**config.mk**
```make
export PLATFORM = sky130hd
export DESIGN_NAME = data_ram_arbiter
export DESIGN_NICKNAME = d
export VERILOG_FILES = /design/src/rtl/data_ram_arbiter.sv
export SDC_FILE = /design/constraint.sdc
export NUM_CORES = 1
export LEC_CHECK = 0
export ABC_AREA = 1
export CAP_MARGIN = 5
export CORE_AREA = 2 2 121 123
export CTS_CLUSTER_DIAMETER = 30
export DETAILED_ROUTE_END_ITERATION = 8
export DIE_AREA = 0 0 123 125
export PLACE_DENSITY = 0.79
export SKIP_LAST_GASP = 1
export SYNTH_ARGS = -nofsm -noshare
export SYNTH_HDL_FRONTEND = slang
export SYNTH_SLANG_ARGS = --single-unit
```
**constraint.sdc**
```tcl
create_clock -name clk -period 1.78 [get_ports clk]
set_clock_uncertainty 0.1 [all_clocks]
set_input_delay 0.356 -clock clk [delete_from_list [all_inputs] [get_ports clk]]
set_output_delay 0.356 -clock clk [all_outputs]
set_load 0.05 [all_outputs]
```
**src/rtl/data_ram_arbiter.sv**
```systemverilog
// Round-robin arbiter sharing one single-port data RAM between the core LSU (m0)
// and the debug/DMA port (m1), with a bounded lock for m1 and alignment checking.
module data_ram_arbiter #(
    parameter int AW       = 32,
    parameter int DW       = 32,
    parameter int LOCK_MAX = 16
) (
    input  logic          clk,
    input  logic          rst,
    input  logic          m0_req,
    input  logic          m0_we,
    input  logic [AW-1:0] m0_addr,
    input  logic [2:0]    m0_sel,
    input  logic [DW-1:0] m0_wdata,
    output logic          m0_gnt,
    output logic          m0_rvalid,
    output logic [DW-1:0] m0_rdata,
    output logic          m0_err,
    input  logic          m1_req,
    input  logic          m1_we,
    input  logic [AW-1:0] m1_addr,
    input  logic [2:0]    m1_sel,
    input  logic [DW-1:0] m1_wdata,
    input  logic          m1_lock,
    output logic          m1_gnt,
    output logic          m1_rvalid,
    output logic [DW-1:0] m1_rdata,
    output logic          m1_err,
    output logic          ram_ce,
    output logic          ram_we,
    output logic [AW-1:0] ram_addr,
    output logic [2:0]    ram_sel,
    output logic [DW-1:0] ram_wdata,
    input  logic [DW-1:0] ram_rdata
);
    typedef enum logic [1:0] {ARB, LOCKED, RELEASE} state_t;

    localparam logic [8:0] LMAX = LOCK_MAX[8:0];

    state_t     state, state_nxt;
    logic       last, last_nxt;   // 1 = master 1 won the most recent grant
    logic [7:0] cnt, cnt_nxt;
    logic [8:0] cnt_inc;
    logic       we_w, al_w, any_gnt;

    function automatic logic aligned(input logic [2:0] sel, input logic [1:0] a);
        case (sel)
            3'b000:  return 1'b1;
            3'b001:  return ~a[0];
            default: return a == 2'b00;
        endcase
    endfunction

    assign cnt_inc = {1'b0, cnt} + 9'd1;

    always_comb begin
        m0_gnt    = 1'b0;
        m1_gnt    = 1'b0;
        state_nxt = state;
        cnt_nxt   = cnt;
        last_nxt  = last;
        // Grants are held low while reset is asserted, even with requests pending.
        if (rst) begin
            case (state)
                ARB: begin
                    if (m0_req && (!m1_req || last)) m0_gnt = 1'b1;
                    else if (m1_req)                 m1_gnt = 1'b1;
                    if (m1_gnt && m1_lock) begin
                        cnt_nxt   = 8'd1;
                        state_nxt = (LOCK_MAX <= 1) ? RELEASE : LOCKED;
                    end
                end
                LOCKED: begin
                    m1_gnt = m1_req;
                    if (!m1_lock) begin
                        state_nxt = ARB;
                        cnt_nxt   = 8'd0;
                    end else if (m1_gnt) begin
                        cnt_nxt = cnt_inc[7:0];
                        if (cnt_inc >= LMAX) state_nxt = RELEASE;
                    end
                end
                RELEASE: begin
                    m0_gnt    = m0_req;
                    state_nxt = ARB;
                    cnt_nxt   = 8'd0;
                end
                default: state_nxt = ARB;
            endcase
            // Leaving RELEASE hands the next tie to master 1.
            if (state == RELEASE) last_nxt = 1'b0;
            else if (m0_gnt)      last_nxt = 1'b0;
            else if (m1_gnt)      last_nxt = 1'b1;
        end
    end

    assign any_gnt   = m0_gnt | m1_gnt;
    assign we_w      = m1_gnt ? m1_we : m0_we;
    assign ram_addr  = m1_gnt ? m1_addr : m0_addr;
    assign ram_sel   = m1_gnt ? m1_sel : m0_sel;
    assign ram_wdata = m1_gnt ? m1_wdata : m0_wdata;
    assign al_w      = aligned(ram_sel, ram_addr[1:0]);
    assign ram_ce    = any_gnt & ~we_w & al_w;
    assign ram_we    = any_gnt & we_w & al_w;

    always_ff @(posedge clk or negedge rst) begin
        if (!rst) begin
            state     <= ARB;
            last      <= 1'b1;
            cnt       <= 8'd0;
            m0_rvalid <= 1'b0;
            m0_err    <= 1'b0;
            m0_rdata  <= '0;
            m1_rvalid <= 1'b0;
            m1_err    <= 1'b0;
            m1_rdata  <= '0;
        end else begin
            state     <= state_nxt;
            last      <= last_nxt;
            cnt       <= cnt_nxt;
            m0_rvalid <= m0_gnt;
            m0_err    <= m0_gnt & ~al_w;
            m0_rdata  <= (m0_gnt && ram_ce) ? ram_rdata : '0;
            m1_rvalid <= m1_gnt;
            m1_err    <= m1_gnt & ~al_w;
            m1_rdata  <= (m1_gnt && ram_ce) ? ram_rdata : '0;
        end
    end
endmodule

```
==> results.sh, run 1 <==
export IMPL_status="finished with violations"
export IMPL_violations="negative setup slack"
export IMPL_tightest_slew_ns=0.989
export IMPL_initial_core_util_pct=27.4
export IMPL_critical_path_peak_fanout=9
export IMPL_cts_tree="yes"
export IMPL_synthTopCellsByArea="dfrtp_1, nand2_1, inv_1"
export IMPL_dpl_cell_count=1022
export IMPL_critPathArrivalTime_ns=2.05
export IMPL_clk_pin_slew_ns=0.06
export IMPL_finalHoldViolations=0
export IMPL_cp_data_required_time_ns=1.32
export IMPL_antenna_found_initial=0
export IMPL_die_w_um=123
export IMPL_rr_worst_depth=17
export IMPL_overflow=0
export IMPL_insertion_delay_ns=0.33
export IMPL_syn_area_sq_um=3890
export IMPL_numCtsBuffers=9
export IMPL_p_total_uw=9630
export IMPL_min_period_ns=2.51
export IMPL_totalWireLength_um=17400
export IMPL_rrSetupSlack_ns=-0.54
export IMPL_ys_seq_area_share_pct=50.8
export IMPL_ant_nets=0
export IMPL_netlist_instances=498
export IMPL_cts_sinks=79
export IMPL_synth_top_area_share_pct=50.1
export IMPL_drive_above_1_share_pct=45.9
export IMPL_timing_fmax_mhz=399
export IMPL_finalNonFillerCells=1065
export IMPL_rows=44
export IMPL_wire_per_inst_um=16.3
export IMPL_yosysWarningCount=0
export IMPL_peakVddDrop_uv=903
export IMPL_postLayoutCoreUtil_pct=67.9
export IMPL_port_buffers=311
export IMPL_dieHeight_um=125
export IMPL_hpwl_um=13000
export IMPL_rsz0062_at_grt="yes"
export IMPL_crit_type="register to primary output"
export IMPL_max_cap_violations=0
export IMPL_crit_path_start="state[1]$_DFFE_PN0P_"
export IMPL_htreeDepth=3
export IMPL_core_area_sq_um=14200
export IMPL_via_per_inst=4.34
export IMPL_die_area_sq_um=15400
export IMPL_area_delta_synth_final_pct=148
export IMPL_n_antenna_cell=0
export IMPL_dr_pass1_iters=4
export IMPL_synth_largest_area_cell="dfrtp_1"
export IMPL_yosysUniqueCellTypes=27
export IMPL_grt_start_max_net_pins=81
export IMPL_drv_slew=0
export IMPL_p_sw_share_pct=41.5
export IMPL_syn_num_nets=677
export IMPL_cts_root_buffer="clkbuf_16"
export IMPL_num_vias=4627
export IMPL_grt_pass1_wl_um=25000
export IMPL_place_gp_congestion=0.873
export IMPL_p_comb_share_pct=61.1
export IMPL_slew_headroom_pct=34.0
export IMPL_r2r_end="m1_rdata[15]$_DFF_PN0_"
export IMPL_drc=0
export IMPL_hold_class="primary input to asynchronous set/reset pin"
export IMPL_nets=1055
export IMPL_worstSetupEndpointType="primary output"
export IMPL_intPower_uw=5640
export IMPL_fin_tns_setup_ns=-80.14
export IMPL_drtIter0Drc=159
export IMPL_clkPwrFrac_pct=18.2
export IMPL_period_share_pct=141
export IMPL_r2r_start="last$_DFFE_PN1P_"
export IMPL_avgSynthCellArea_sq_um=7.82
export IMPL_grt_usage_pct=21.3
export IMPL_grt_pass1_vias=4710
export IMPL_cp_start_kind="register"
export IMPL_setup_viol=147
export IMPL_io_pins=312
export IMPL_p_sw_uw=4000
export IMPL_ys_ff_latch=79
export IMPL_seqPwrFrac_pct=20.7
export IMPL_p_leak_uw=0.00469
export IMPL_setup_ws_ns=-0.727
export IMPL_clockBufferDepth=2
export IMPL_fillers=1015
export IMPL_power_density_nw_per_um2=999
metal layers:
metal / up-vias / wire [um] / track usage [%]
met5: - / 0 / 0
met4: 0 / 284 / 4.75
met3: 23 / 1470 / 8.07
met2: 171 / 9400 / 38.1
met1: 2180 / 6230 / 23.9
li1: 2253 / - / -
power groups by stage:
stage	clock network, uW	registers, uW	logic (uW)
after floorplan	0	2200	2500
after global placement	0	2010	5160
after detailed placement	0	2020	5200
after CTS	1790	1990	5460
after global routing	1880	2010	6160
final	1760	1990	5880
critical path: stages (launching register included):
cell,delay (ns)
dfrtp_1,0.38
inv_2,0.08
ha_2,0.20
inv_2,0.07
buf_4,0.14
a21oi_4,0.17
buf_12,0.18
buf_6,0.13
o21ai_4,0.08
nor2_4,0.13
buf_12,0.14
Yosys cell counts:
library cell / n
dfstp_2: 1
nand4_1: 2
a21oi_1: 7
nand2_2: 4
nand2_1: 215
nor3_1: 2
buf_2: 11
o21a_1: 1
clkbuf_1: 3
nor2_2: 21
o22ai_1: 5
o21ai_1: 1
nor2_1: 45
a21oi_2: 1
mux2_2: 1
inv_2: 1
o21ai_0: 7
ha_1: 6
nand3_1: 11
inv_1: 52
buf_1: 4
buf_6: 3
nand3_4: 1
nor2_4: 11
nand2_4: 2
xor2_1: 2
dfrtp_1: 78
cell families (layout without fill, tap and decap cells):
kind of cell | count (synthesis) | after routing | synth area share, %
buf+inv | 74 | 456 | 8.07
mux | 1 | 1 | 0.289
xor+xnor | 2 | 2 | 0.450
compound gates | 22 | 22 | 3.15
flops | 79 | 79 | 50.8
simple gates | 314 | 315 | 35.3
fa+ha+maj | 6 | 6 | 1.93
cells in the final DEF, fill, tap and decap left out, types with 2 or more instances in the layout:
master,instances
nand3_2,4
ha_2,2
o22ai_2,4
nand3_1,5
buf_8,5
nand4_1,2
buf_16,4
o21ai_0,3
inv_6,3
clkbuf_16,12
a21oi_1,2
ha_1,2
clkdlybuf4s50_1,170
nand2_4,71
nor2_1,35
nand2_1,127
buf_12,73
nand3_4,3
inv_2,8
nand2_2,19
nor2_2,21
o21ai_1,3
inv_1,45
buf_4,111
clkinv_4,2
nor2_4,21
ha_4,2
nand2_8,5
xor2_1,2
a21oi_2,5
buf_6,19
dfrtp_1,77
timing repair:
item / CTS / global route
gates cloned: 3 / 4
gates resized for setup: 45 / 59
hold buffers: 0 / 0
setup endpoints to repair: 145 / 147
pin swaps: 13 / 22
buffers inserted: 11 / 10
hold endpoints to repair: 0 / 0
per-stage QoR:
| stage | setup slack, ns | hold slack, ns | area [sq um] |
|---|---|---|---|
| 2_1_floorplan | -0.475 | -0.0396 | 4560 |
| 3_3_place_gp | -0.729 | 0.436 | 8690 |
| 3_5_place_dp | -0.761 | 0.462 | 8690 |
| 4_1_cts | -0.697 | 0.347 | 9280 |
| 5_1_grt | -0.810 | 0.399 | 9650 |
| 6_report | -0.727 | 0.295 | 9650 |
cell type report:
cell class	count	area, sq um	share of cell area [%]
Clock buffer	10	239	2.48
Clock inverter	6	51.3	0.532
Inverter	53	199	2.06
Multi-Input combinational cell	346	2460	25.5
Sequential cell	79	1980	20.5
Tap cell	184	230	2.39
Timing Repair Buffer	387	4480	46.5
sequential cells by signal, indices dropped and copies added, names as in the netlist, 2 cells and up:
name and flops:
m0_rdata 32, cnt 8, state 2, m1_rdata 32
worst max-delay path by stage:
stage                          to  slack [ns]
CTS                 ram_wdata[21]       -0.70
floorplan                  ram_ce       -0.48
detailed placement         ram_we       -0.76
finish                     ram_ce       -0.73
global placement           ram_we       -0.73
global route               ram_ce       -0.81
No activity file was read; power rests on OpenSTA's default activity.
==> inputs of run 2 (changes only) <==
--- a/config.mk
+++ b/config.mk
@@ -6,11 +6,12 @@
 export NUM_CORES = 1
 export LEC_CHECK = 0
 export ABC_AREA = 1
-export CAP_MARGIN = 5
+export ABC_CLOCK_PERIOD_IN_PS = 1780
 export CORE_AREA = 2 2 121 123
 export CTS_CLUSTER_DIAMETER = 30
 export DETAILED_ROUTE_END_ITERATION = 8
 export DIE_AREA = 0 0 123 125
+export HOLD_SLACK_MARGIN = 0.03
 export PLACE_DENSITY = 0.79
 export SKIP_LAST_GASP = 1
 export SYNTH_ARGS = -nofsm -noshare
==> results of run 2 <==
Final layout, timing and power as in run 1 (identical DEF).
==> inputs of run 3 (changes only) <==
--- a/config.mk
+++ b/config.mk
@@ -13,6 +13,7 @@
 export DIE_AREA = 0 0 123 125
 export HOLD_SLACK_MARGIN = 0.03
 export PLACE_DENSITY = 0.79
+export REMOVE_ABC_BUFFERS = 1
 export SKIP_LAST_GASP = 1
 export SYNTH_ARGS = -nofsm -noshare
 export SYNTH_HDL_FRONTEND = slang
==> run 3 against run 2 <==
The run still ends with negative setup slack left. Sequential cell count stayed put. Hold slack worse by 0.097 ns. Critical path depth is 1 higher. Via count is 1.3% higher. Routed wire length is 6.6% higher. Core utilization is 0.53 points lower. Power is 2.0% higher. Global-route usage is 1.8 points higher. Critical path type unchanged.
==> results.sh, run 3 (synthesis gave the netlist of run 1 again) <==
export IMPL_core_area_sq_um=14200
export IMPL_p_leak_uw=0.00474
export IMPL_cts_tree="yes"
export IMPL_finalNonFillerCells=1070
export IMPL_numCtsBuffers=9
export IMPL_die_w_um=123
export IMPL_rows=44
export IMPL_insertion_delay_ns=0.33
export IMPL_n_antenna_cell=0
export IMPL_dpl_cell_area_sq_um=8070
export IMPL_fin_tns_setup_ns=-80.28
export IMPL_drtIter0Drc=291
export IMPL_grt_start_max_net_pins=74
export IMPL_final_common_cell="clkdlybuf4s50_1"
export IMPL_dpl_cell_count=1018
export IMPL_rrSetupSlack_ns=-0.69
export IMPL_cts_sinks=79
export IMPL_hold_class="primary input to asynchronous set/reset pin"
export IMPL_violations="negative setup slack"
export IMPL_power_density_nw_per_um2=1030
export IMPL_grt_usage_pct=23.1
export IMPL_tightest_slew_ns=0.907
export IMPL_dr_pass1_iters=4
export IMPL_finalHoldViolations=0
export IMPL_layout_common_cells="clkdlybuf4s50_1, nand2_1, buf_4, buf_12, dfrtp_1"
export IMPL_num_vias=4686
export IMPL_drc=0
export IMPL_drive_above_1_share_pct=43.7
export IMPL_cp_data_required_time_ns=1.32
export IMPL_antenna_found_initial=0
export IMPL_initial_core_util_pct=27.4
export IMPL_clk_pin_slew_ns=0.06
export IMPL_htreeDepth=3
export IMPL_area_delta_synth_final_pct=146
export IMPL_rsz0062_at_grt="yes"
export IMPL_critPathArrivalTime_ns=2.08
export IMPL_port_buffers=311
export IMPL_nets=1060
export IMPL_die_area_sq_um=15400
export IMPL_slew_headroom_pct=39.6
export IMPL_setup_viol=145
export IMPL_period_share_pct=142
export IMPL_ant_nets=0
export IMPL_peakVddDrop_uv=625
export IMPL_cts_root_buffer="clkbuf_16"
export IMPL_final_area_sq_um=9570
export IMPL_grt_pass1_wl_um=26600
export IMPL_via_per_inst=4.38
export IMPL_drv_slew=0
export IMPL_clockBufferDepth=2
export IMPL_setup_ws_ns=-0.753
export IMPL_holdWs_ns=0.198
export IMPL_place_ws_ns=-0.999
export IMPL_grt_pass1_vias=4855
export IMPL_cp_start_kind="register"
export IMPL_top_regs="m0_rdata x32, m1_rdata x32, cnt x8"
export IMPL_fillers=1028
export IMPL_dieHeight_um=125
export IMPL_critical_path_peak_fanout=3
export IMPL_max_cap_violations=0
export IMPL_status="finished with violations"
export IMPL_crit_type="register to primary output"
export IMPL_wire_per_inst_um=17.3
export IMPL_io_pins=312
export IMPL_min_period_ns=2.53
export IMPL_overflow=0
export IMPL_worstSetupEndpointType="primary output"
export IMPL_place_gp_congestion=0.871
export IMPL_timing_fmax_mhz=395
export IMPL_totalWireLength_um=18500
export IMPL_hpwl_um=13400
run 3: timing repair:
item | in CTS | in global routing
gates resized for setup | 112 | 97
endpoints found under the hold margin | 5 | 0
endpoints found under the setup margin | 144 | 146
hold buffers | 2 | 0
pin swaps | 23 | 29
setup buffers | 22 | 11
cloned | 6 | 2
run 3: critical path: stages (launching register included):
cell	delay [ns]
dfrtp_1	0.42
inv_2	0.07
ha_4	0.17
buf_4	0.13
buf_6	0.11
inv_1	0.08
nor2_2	0.07
a21oi_2	0.16
nor2_4	0.06
o21ai_4	0.26
nor2_4	0.06
buf_12	0.15
run 3: layer usage:
metal	vias up	wire, um	share of wire, %	track usage [%]
met2	172	10100	54	40.6
met5	-	0	0	0
met1	2241	6510	35	25.5
met3	19	1690	9.1	10.2
li1	2254	-	-	-
met4	0	244	1.3	5.21
run 3: layout make-up:
type	instances	area (sq um)	area share (%)
timing repair buffer	393	4670	48.8
clock buffer	12	267	2.78
tap	184	230	2.41
multi-input combinational	345	2140	22.4
clock inverter	4	76.3	0.797
sequential	79	1980	20.7
inverter	53	206	2.16
run 3: stage by stage:
stage	total power (uW)	utilization, %
after global routing	10200	67.4
after global placement	6730	56.8
after CTS	9400	64.1
after floorplan	4180	-
after detailed placement	6780	56.8
final	9830	67.4
run 3: final timing paths:
path | end | from | cells after the start
setup reg to reg | m0_rdata[10]$_DFF_PN0_ | state[0]$_DFFE_PN0P_ | 16
setup / recovery | ram_we | state[0]$_DFFE_PN0P_ | 11
hold reg to reg | last$_DFFE_PN1P_ | last$_DFFE_PN1P_ | 3
min in group clk | last$_DFFE_PN1P_ | rst | 4
hold / removal | m0_rdata[29]$_DFF_PN0_ | rst | 2
max in group asynchronous | m1_rdata[1]$_DFF_PN0_ | rst | 2
run 3: power by group:
group | total (uW) | switching (uW) | internal [uW]
sequential | 1980 | 68.9 | 1910
combinational | 5790 | 3070 | 2720
clock | 2060 | 714 | 1350
